## src/rtl/vend_pkg.sv

```systemverilog
// Shared types and coin values for the credit-based vending controller.
package vend_pkg;

  typedef enum logic [1:0] {
    IDLE    = 2'd0,
    COLLECT = 2'd1,
    VEND    = 2'd2,
    REFUND  = 2'd3
  } vend_state_t;

  localparam int QUARTER_VAL = 25;
  localparam int DOLLAR_VAL  = 100;

endpackage

```

## src/rtl/vend_credit_machine_if.sv

```systemverilog
// Coin/cancel inputs and dispense/change outputs of the vending controller.
// The restock line exists only when VEND_STOCK_EN is defined.
interface vend_credit_machine_if #(parameter int CREDIT_W = 8);
  import vend_pkg::*;

  logic                Q_in;
  logic                D_in;
  logic                cancel;
`ifdef VEND_STOCK_EN
  logic                restock;
`endif
  logic                Dispense;
  logic                Change;
  logic [CREDIT_W-1:0] change_amt;
  logic [CREDIT_W-1:0] credit;
  logic                Empty;
  vend_state_t         state;

  modport master (
`ifdef VEND_STOCK_EN
    output restock,
`endif
    output Q_in, D_in, cancel,
    input  Dispense, Change, change_amt, credit, Empty, state
  );

  modport slave (
`ifdef VEND_STOCK_EN
    input  restock,
`endif
    input  Q_in, D_in, cancel,
    output Dispense, Change, change_amt, credit, Empty, state
  );

endinterface

```

## src/rtl/vend_stock_ctr.sv

```systemverilog
// Item stock counter: reloads on restock, decrements on dispense, never wraps.
module vend_stock_ctr #(
  parameter int STOCK_W    = 4,
  parameter int INIT_STOCK = 15
) (
  input  logic clock,
  input  logic rst,
  input  logic restock,
  input  logic dec,
  output logic empty
);

  logic [STOCK_W-1:0] stock;

  // Restock wins over a same-edge decrement; empty tracks the next stock value.
  always_ff @(posedge clock) begin
    if (rst) begin
      stock <= STOCK_W'(INIT_STOCK);
      empty <= (INIT_STOCK == 0);
    end else if (restock) begin
      stock <= STOCK_W'(INIT_STOCK);
      empty <= (INIT_STOCK == 0);
    end else if (dec && (stock != '0)) begin
      stock <= stock - 1'b1;
      empty <= (stock == STOCK_W'(1));
    end
  end

endmodule

```

## src/rtl/vend_credit_machine.sv

```systemverilog
// Credit-accumulating vending controller with registered dispense/change pulses.
// Optional stock tracking and restock are compiled in with VEND_STOCK_EN.
module vend_credit_machine
  import vend_pkg::*;
#(
  parameter int PRICE      = 75,
  parameter int CREDIT_W   = 8,
  parameter int STOCK_W    = 4,
  parameter int INIT_STOCK = 15
) (
  input logic                  clock,
  input logic                  rst,
  vend_credit_machine_if.slave bus
);

  if (2**CREDIT_W <= PRICE + 124) begin : g_bad_credit_w
    $error("CREDIT_W too narrow for PRICE plus a dollar and a quarter");
  end
  if (INIT_STOCK > 2**STOCK_W - 1) begin : g_bad_init_stock
    $error("INIT_STOCK does not fit in STOCK_W bits");
  end

  logic [CREDIT_W-1:0] coin_val;
  logic [CREDIT_W-1:0] sum;
  logic [CREDIT_W-1:0] credit_q;
  logic                stock_ok;
  logic                vend_go;
  vend_state_t         state_q;

  always_comb begin
    coin_val = '0;
    if (bus.Q_in) coin_val = coin_val + CREDIT_W'(QUARTER_VAL);
    if (bus.D_in) coin_val = coin_val + CREDIT_W'(DOLLAR_VAL);
    sum = credit_q + coin_val;
  end

  assign vend_go = !bus.cancel && stock_ok && (sum >= CREDIT_W'(PRICE));

`ifdef VEND_STOCK_EN
  logic stock_empty;

  vend_stock_ctr #(
    .STOCK_W    (STOCK_W),
    .INIT_STOCK (INIT_STOCK)
  ) u_stock (
    .clock   (clock),
    .rst     (rst),
    .restock (bus.restock),
    .dec     (vend_go),
    .empty   (stock_empty)
  );

  assign stock_ok  = !stock_empty;
  assign bus.Empty = stock_empty;
`else
  assign stock_ok  = 1'b1;
  assign bus.Empty = 1'b0;
`endif

  // Priority: cancel, then sold-out refund of new coins, then vend, then collect.
  always_ff @(posedge clock) begin
    if (rst) begin
      state_q        <= IDLE;
      credit_q       <= '0;
      bus.Dispense   <= 1'b0;
      bus.Change     <= 1'b0;
      bus.change_amt <= '0;
    end else begin
      bus.Dispense   <= 1'b0;
      bus.Change     <= 1'b0;
      bus.change_amt <= '0;
      if (bus.cancel) begin
        credit_q       <= '0;
        bus.change_amt <= sum;
        bus.Change     <= (sum != '0);
        state_q        <= (sum != '0) ? REFUND : IDLE;
      end else if ((coin_val != '0) && !stock_ok) begin
        bus.change_amt <= coin_val;
        bus.Change     <= 1'b1;
        state_q        <= REFUND;
      end else if (vend_go) begin
        credit_q       <= '0;
        bus.Dispense   <= 1'b1;
        bus.change_amt <= sum - CREDIT_W'(PRICE);
        bus.Change     <= (sum != CREDIT_W'(PRICE));
        state_q        <= VEND;
      end else begin
        credit_q <= sum;
        state_q  <= (sum != '0) ? COLLECT : IDLE;
      end
    end
  end

  assign bus.credit = credit_q;
  assign bus.state  = state_q;

endmodule

```

## src/flat_wrapper.sv

```systemverilog
// flat-port wrapper written by rule: the top's interface ports become plain ports
module vend_credit_machine_flat import vend_pkg::*;
#(
  parameter int PRICE      = 75,
  parameter int CREDIT_W   = 8,
  parameter int STOCK_W    = 4,
  parameter int INIT_STOCK = 15
)
  (clock, rst, bus_Q_in, bus_D_in, bus_cancel, bus_Dispense, bus_Change, bus_change_amt, bus_credit, bus_Empty, bus_state);
  vend_credit_machine_if #(.CREDIT_W(CREDIT_W)) bus_i ();
  input logic clock;
  input logic rst;
  input wire logic [$bits(bus_i.Q_in)-1:0] bus_Q_in;
  input wire logic [$bits(bus_i.D_in)-1:0] bus_D_in;
  input wire logic [$bits(bus_i.cancel)-1:0] bus_cancel;
  output wire logic [$bits(bus_i.Dispense)-1:0] bus_Dispense;
  output wire logic [$bits(bus_i.Change)-1:0] bus_Change;
  output wire logic [$bits(bus_i.change_amt)-1:0] bus_change_amt;
  output wire logic [$bits(bus_i.credit)-1:0] bus_credit;
  output wire logic [$bits(bus_i.Empty)-1:0] bus_Empty;
  output wire logic [$bits(bus_i.state)-1:0] bus_state;
  assign bus_i.Q_in = bus_Q_in;
  assign bus_i.D_in = bus_D_in;
  assign bus_i.cancel = bus_cancel;
  assign bus_Dispense = bus_i.Dispense;
  assign bus_Change = bus_i.Change;
  assign bus_change_amt = bus_i.change_amt;
  assign bus_credit = bus_i.credit;
  assign bus_Empty = bus_i.Empty;
  assign bus_state = bus_i.state;
  vend_credit_machine #(.PRICE(PRICE), .CREDIT_W(CREDIT_W), .STOCK_W(STOCK_W), .INIT_STOCK(INIT_STOCK)) u_core (.clock(clock), .rst(rst), .bus(bus_i));
endmodule
```

## config.mk

```make
export PLATFORM = sky130hd
export DESIGN_NAME = vend_credit_machine_flat
export DESIGN_NICKNAME = d
export VERILOG_FILES = /design/src/rtl/vend_pkg.sv /design/src/rtl/vend_credit_machine_if.sv /design/src/rtl/vend_stock_ctr.sv /design/src/rtl/vend_credit_machine.sv /design/src/flat_wrapper.sv
export SDC_FILE = /design/constraint.sdc
export NUM_CORES = 1
export LEC_CHECK = 0
export CORE_MARGIN = 1.5
export CORE_UTILIZATION = 44
export DETAILED_ROUTE_END_ITERATION = 8
export GPL_TIMING_DRIVEN = 0
export PLACE_DENSITY_LB_ADDON = 0.25
export SLEW_MARGIN = 30
export SYNTH_ARGS = -nofsm -noshare
export SYNTH_HDL_FRONTEND = slang
export SYNTH_SLANG_ARGS = --single-unit
```

## constraint.sdc

```tcl
create_clock -name clock -period 1.8 [get_ports clock]
set_input_delay 0.18 -clock clock [delete_from_list [all_inputs] [get_ports clock]]
set_output_delay 0.18 -clock clock [all_outputs]
set_load 0.02 [all_outputs]
```

Word-level counts from Yosys, hierarchy flattened
Index checks and enable logic that the tools add are counted.
{"block": "word_totals", "out_inout_bits": 21, "ff_bits": 20, "input_bits": 5, "wordCells": 26}
{"block": "op_classes", "order_cmp": 1, "eq_ne": 1, "reduce_logical": 5, "n_mux": 11, "n_addsub": 3}
{"op": "$mux 8", "count": 3}
{"op": "$add 5x7->8 const B", "count": 1}
{"op": "$add 8x8->8", "count": 1}
{"op": "$ge 8x7->1 const B", "count": 1}
{"op": "$ne 8x7->1 const B", "count": 1}
{"op": "$reduce_bool 8->1", "count": 1}
{"op": "$sub 8x7->8 const B", "count": 1}
{"op": "$mux 2", "count": 3}
{"op": "$mux 5", "count": 1}
{"op": "$mux 1", "count": 4}
{"op": "$reduce_or 3->1", "count": 1}
{"op": "$reduce_or 2->1", "count": 1}
{"op": "$logic_and 1x1->1", "count": 1}
{"op": "$logic_not 1->1", "count": 1}

Logic depth before layout (Yosys ltp)
Gate-level depths: netlist of run 1.
{"block": "logic_depth", "ltp_word": 8, "depth_mapped": 8, "depth_no_buf": 8}

Worst setup path after synthesis of run 1
Ideal clock, no wire load.
{"block": "synth_timing", "kind": "reg2reg", "startpoint": "register u_core.credit_q[0], in the netlist u_core.bus.credit[0]", "endpoint": "register u_core.bus.change_amt[1]", "path_slack_ps": -355, "path_buffers": 0, "required_time_ps": 1686, "synth_period_minus_slack_ps": 2155, "arrival_ps": 2040, "stages_incl_launch_ff": 9, "setup_time_ps": 114, "cell_sequence": "dfxtp_1 > ha_1 > ha_1 > a211oi_2 > nor4b_2 > nor3_1 > a31o_2 > a21oi_2 > a2bb2o_4"}
{"block": "synth_between", "elab_chain_cells": 5, "elab_cells_between_ends": 6, "classes_between": "add/sub (2); order compare (1); mux (2); reduce/logical (1)"}
{"element": "from (decl)", "line_no": "vend_credit_machine.sv:25", "text": "logic [CREDIT_W-1:0] credit_q;"}
{"element": "from (signal assigned)", "line_no": "vend_credit_machine.sv:88", "text": "credit_q <= sum;"}
{"element": "$add 8x8->8 (*)", "line_no": "vend_credit_machine.sv:34", "text": "sum = credit_q + coin_val;"}
{"element": "$ge 8x7->1", "line_no": "vend_credit_machine.sv:37", "text": "assign vend_go = !bus.cancel && stock_ok && (sum >= CREDIT_W'(PRICE));"}
{"element": "$logic_and 1x1->1", "line_no": "vend_credit_machine.sv:37"}
{"element": "$mux 8", "line_no": "vend_credit_machine.sv:81", "text": "end else if (vend_go) begin"}
{"element": "$mux 8 (*)", "line_no": "vend_credit_machine.sv:72", "text": "if (bus.cancel) begin"}
{"element": "to (signal assigned)", "line_no": "vend_credit_machine.sv:74", "text": "bus.change_amt <= sum;"}
{"element": "to (signal assigned)", "line_no": "vend_credit_machine.sv:78", "text": "bus.change_amt <= coin_val;"}
{"element": "to (signal assigned)", "line_no": "vend_credit_machine.sv:84", "text": "bus.change_amt <= sum - CREDIT_W'(PRICE);"}
{"element": "to (decl)", "line_no": "vend_credit_machine_if.sv:32", "text": "output Dispense, Change, change_amt, credit, Empty, state"}
Every way passes the cells marked *; elsewhere a longest branch is shown, timed or not.
A chain may end at the register's enable or synchronous reset.

Final worst setup path of run 1
{"block": "layout_timing", "startpoint": "register u_core.credit_q[0], in the netlist u_core.bus.credit[0]", "endpoint": "register u_core.bus.Change"}
{"block": "layout_between", "elab_chain_cells": 5, "elab_cells_between_ends": 7, "classes_between": "add/sub (1); order compare (1); eq/ne (1); mux (2); reduce/logical (2)"}
{"element": "$add 8x8->8 (*)", "line_no": "vend_credit_machine.sv:34"}
{"element": "$ge 8x7->1", "line_no": "vend_credit_machine.sv:37"}
{"element": "$logic_and 1x1->1", "line_no": "vend_credit_machine.sv:37"}
{"element": "$mux 1", "line_no": "vend_credit_machine.sv:81"}
{"element": "$mux 1 (*)", "line_no": "vend_credit_machine.sv:72"}
{"element": "to (signal assigned)", "line_no": "vend_credit_machine.sv:75", "text": "bus.Change <= (sum != '0);"}
{"element": "to (signal assigned)", "line_no": "vend_credit_machine.sv:85", "text": "bus.Change <= (sum != CREDIT_W'(PRICE));"}
{"element": "to (decl)", "line_no": "vend_credit_machine_if.sv:32"}
Marks and branches as above.

==> out/summary.md, run 1 <==
The hold buffer count at CTS is 0, and the number of antenna violations at the first check in global routing is 0. In this run the worst path has a maximum fanout of 3. Global routing used 21.54% of the available tracks.

The total setup violations reported at the end of the flow came out at 19. STA puts the critical path data arrival time at 2210 ps. For this design the static power due to leakage is 0.6764 nW.

The final clock period utilization by the worst path works out to 111.2%. The synthesized flop and latch total came out at 20. The largest voltage drop on the vdd net was 0.0007801 V; the final number of hold-violating endpoints was 0. In this run the tool buffered the top-level ports with 23 buffer cells.

The placed instances occupy a cell area of 1475 um2. The tree is rooted in a sky130_fd_sc_hd__clkbuf_4. The logs give 1770 um2 for the finished layout cell area and 3.235 ps for the worst clock skew. The total overflow left after global routing is 0. In the final routed layout, each cell accounts on average for 14.77 um. The via count of the first global-routing pass came out at 962. 26 I/O pins were placed. The die covers 2920 um2. The area share of xor/xnor cells in the synthesized design is 11.14%, and the routed via count divided by cell count is 5.392. The basic-gate share of the synthesized area counting and, or, nand and nor cells was 22.27%; the clock sink count was 20. The final reports fail on setup timing. The core region is 2477 um2.

Share of the core filled with cells in the final layout: 71.46%. The multiplexer area fraction after synthesis was 0%. The number of antenna diodes in the final layout is 0.

The cell area after synthesis is 1146 um2. The path category of the worst min-delay check was input port to register. The compound-gate portion of the synthesized area came out at 19.21%. The initial cell density of the core was 46.26%. Setup repair after global routing could not meet its margin everywhere. The tools report the final worst slack as -201.8 ps. In the synthesized netlist the async set-or-reset flop fraction comes to 0%.

The width of the die was 54.04 um. The run finished, with violations left. For this block, the initial DRC count from the detailed router was 19.

At the end of the flow, the number of nets in the layout was 171. Total of warnings raised by yosys: 0. Clock tree synthesis inserted a total of 3 buffers. The layout has 186 filler cells. The floorplan die height was 54.04 um.

The number of placed instances, taps included, is 170. At the worst endpoint, the required time is 2010 ps. The clock reaches the later pin of the worst-skew pair after 310 ps. The worst setup path is of the register to register kind. Detailed routing inserted a total of 1003 vias.

Dividing total power by cell area gives a power density of 704.6 nW/um2. The worst setup path is captured at a register. Counting along the longest clock path gives a buffer depth of 2. Entering global routing, the biggest net connects 13 pins.

The routed design could run at a clock period as short as 2002 ps. After synthesis, the netlist uses 45 different library cells. Counting every instance in the synthesized netlist gives 116.

The number of enable flip-flop cells after synthesis is 0, and the count of placed standard cells in the final layout, fillers left out is 186. The post-route netlist has 32.69% of its cells at a drive strength greater than 1. TritonCTS built the clock tree. Routability congestion estimate: 0.8593. For the count of pins over their slew limit, the log shows 0. The arithmetic-cell share of the synthesized area counting full adders, half adders and majority gates is 9.825%. A synthesized cell averages 9.880 um2.

The count of nets left with antenna violations once routing finished came out at 0. The most instantiated flip-flop cell in the synthesis netlist was sky130_fd_sc_hd__dfxtp_1. The logs give 0.4995 GHz for the fmax and 2747 um for the final wirelength. The tools report the number of placement rows as 18. The worst hold margin was 323.9 ps. In the routed design, unresolved DRC markers number 0.

Clock-pin slew was measured on the worst setup and hold paths at 110 ps. The wire length of the first global-routing pass came out at 4450 um. The first-pass iteration count of the detailed router was 4. The run gives 1830 um as the detailed-placement wirelength estimate. Combinational family with the most area after synthesis: simple AND/OR/NAND/NOR gates.

The run gives 1 as the H-tree depth. The worst setup path is launched from a register. The number of maximum-capacitance violations is 0.

The area added between synthesis and finish came out at 54.48%. For this run, the register share of the synthesized area comes to 34.93%.
-- what timing repair did --
item	CTS	global route
endpoints found under the setup margin	19	19
endpoints found under the hold margin	0	0
buffers inserted	12	0
pin swaps	17	4
resized for setup	18	4
-- worst max-delay path: stages, from the launching register on --
cell	delay [ps]
sky130_fd_sc_hd__dfxtp_4	370
sky130_fd_sc_hd__ha_4	170
sky130_fd_sc_hd__ha_4	170
sky130_fd_sc_hd__a211oi_4	350
sky130_fd_sc_hd__nor4b_2	110
sky130_fd_sc_hd__nor3_2	250
sky130_fd_sc_hd__buf_4	170
sky130_fd_sc_hd__and4_4	220
sky130_fd_sc_hd__o221ai_2	80
-- sequential cells by signal, summed over array words and instances (netlist names) --
signal / cells
u_core.bus.Change: 1
u_core.bus.Dispense: 1
u_core.bus.change_amt: 8
u_core.bus.credit: 8
u_core.bus.state: 2
-- cell usage in the layout (no fill, tap or decap), types with 2 or more instances in the layout --
| cell | Yosys | final |
|---|---|---|
| sky130_fd_sc_hd__conb_1 | 1 | 2 |
| sky130_fd_sc_hd__nand3_1 | 3 | 3 |
| sky130_fd_sc_hd__o221ai_2 | 1 | 2 |
| sky130_fd_sc_hd__dlygate4sd2_1 | 0 | 2 |
| sky130_fd_sc_hd__a31o_4 | 1 | 2 |
| sky130_fd_sc_hd__a21oi_2 | 1 | 2 |
| sky130_fd_sc_hd__xnor2_4 | 0 | 3 |
| sky130_fd_sc_hd__ha_1 | 9 | 2 |
| sky130_fd_sc_hd__nand2_1 | 7 | 7 |
| sky130_fd_sc_hd__xnor2_1 | 7 | 6 |
| sky130_fd_sc_hd__nor3_1 | 3 | 2 |
| sky130_fd_sc_hd__nand2b_1 | 3 | 3 |
| sky130_fd_sc_hd__ha_4 | 0 | 7 |
| sky130_fd_sc_hd__buf_4 | 1 | 11 |
| sky130_fd_sc_hd__clkdlybuf4s50_1 | 0 | 21 |
| sky130_fd_sc_hd__inv_1 | 4 | 4 |
| sky130_fd_sc_hd__dfxtp_1 | 20 | 18 |
| sky130_fd_sc_hd__nor2_1 | 17 | 17 |
| sky130_fd_sc_hd__a21oi_1 | 4 | 3 |
| sky130_fd_sc_hd__xor2_1 | 2 | 2 |
| sky130_fd_sc_hd__clkbuf_4 | 0 | 3 |
-- cell families after synthesis --
logic type | count (synthesis)
AO/OA/AOI/OAI | 23
buffers and inverters | 6
AND/OR/NAND/NOR | 45
other | 1
XOR/XNOR | 12
flip-flops | 20
adder cells (fa/ha/maj) | 9
-- worst paths after layout --
| kind | depth (start not counted) | slack, ps | endpoint | startpoint |
|---|---|---|---|---|
| worst max-delay path | 8 | -200 | u_core.bus.Change$_SDFF_PP0_ | u_core.bus.credit[0]$_SDFF_PP0_ |
| worst min-delay path | 3 | 320 | u_core.bus.state[0]$_SDFF_PP0_ | bus_cancel |
| worst max register to register | 8 | -200 | u_core.bus.Change$_SDFF_PP0_ | u_core.bus.credit[0]$_SDFF_PP0_ |
| worst min register to register | 3 | 690 | u_core.bus.credit[0]$_SDFF_PP0_ | u_core.bus.credit[0]$_SDFF_PP0_ |
-- where the power goes --
part	leakage (nW)	internal, mW	switching (mW)
clock	0.0279	0.225	0.147
sequential	0.166	0.474	0.0113
combinational	0.482	0.193	0.197
-- stage by stage --
| step | setup TNS, ps | total power, mW | worst slack [ps] |
|---|---|---|---|
| 6_report | -2794 | 1.247 | -201.8 |
| 5_1_grt | -4216 | 1.307 | -263.3 |
| 4_1_cts | -1928 | 1.246 | -149.0 |
| 3_5_place_dp | -14080 | 0.8131 | -828.5 |
| 3_3_place_gp | -13400 | 0.8075 | -783.3 |
| 2_1_floorplan | -3018 | 0.7103 | -241.5 |
-- routing by layer --
| layer | wire length, um | share of wire (%) | up-vias | global-route usage [%] |
|---|---|---|---|---|
| li1 | - | - | 492 | - |
| met1 | 1184 | 43 | 475 | 25.51 |
| met2 | 1368 | 50 | 30 | 37.20 |
| met3 | 148 | 5.4 | 6 | 6.389 |
| met4 | 45 | 1.6 | 0 | 6.667 |
| met5 | 0 | 0 | - | 0 |
-- final cells by class --
| cell class | count | area (um2) | share of cell area, % |
|---|---|---|---|
| multi-input cells | 91 | 914.6 | 51.66 |
| clock buffers | 3 | 22.52 | 1.272 |
| inverters | 4 | 15.01 | 0.8481 |
| flip-flops and latches | 20 | 405.4 | 22.90 |
| repair buffers | 35 | 334.1 | 18.87 |
| clock inverters | 1 | 30.03 | 1.696 |
| well taps | 30 | 37.54 | 2.120 |
| plain buffers | 2 | 11.26 | 0.6360 |
-- synth_stat cells, drive strengths merged, types with 2 or more instances --
master   n  share of area, %
xnor2   10               9.6
xor2     2               1.5
o21ai    2              0.87
a31oi    2               1.6
nand3    4               2.2
o221ai   2               2.1
o21bai   2               1.6
and4     2               1.7
dfxtp   20                35
a21oi    5               2.5
nand2    7               2.3
or2      2               1.1
ha       9               9.8
nor2    19               7.9
inv      4               1.3
nand2b   3               1.6
nor3     3               1.3
a31o     2               2.3
No activity file was read; power rests on OpenSTA's default activity.
==> run 2: changes to the inputs <==
Settings changed: CTS_CLUSTER_SIZE set to 24.
==> results of run 2 <==
Final layout, timing and power as in run 1 (identical DEF).
==> run 3: changes to the inputs <==
Settings changed: CTS_CLUSTER_SIZE 24 to unset, HOLD_SLACK_MARGIN set to 0.15.
==> results of run 3 <==
Final layout, timing and power as in run 1 (identical DEF).
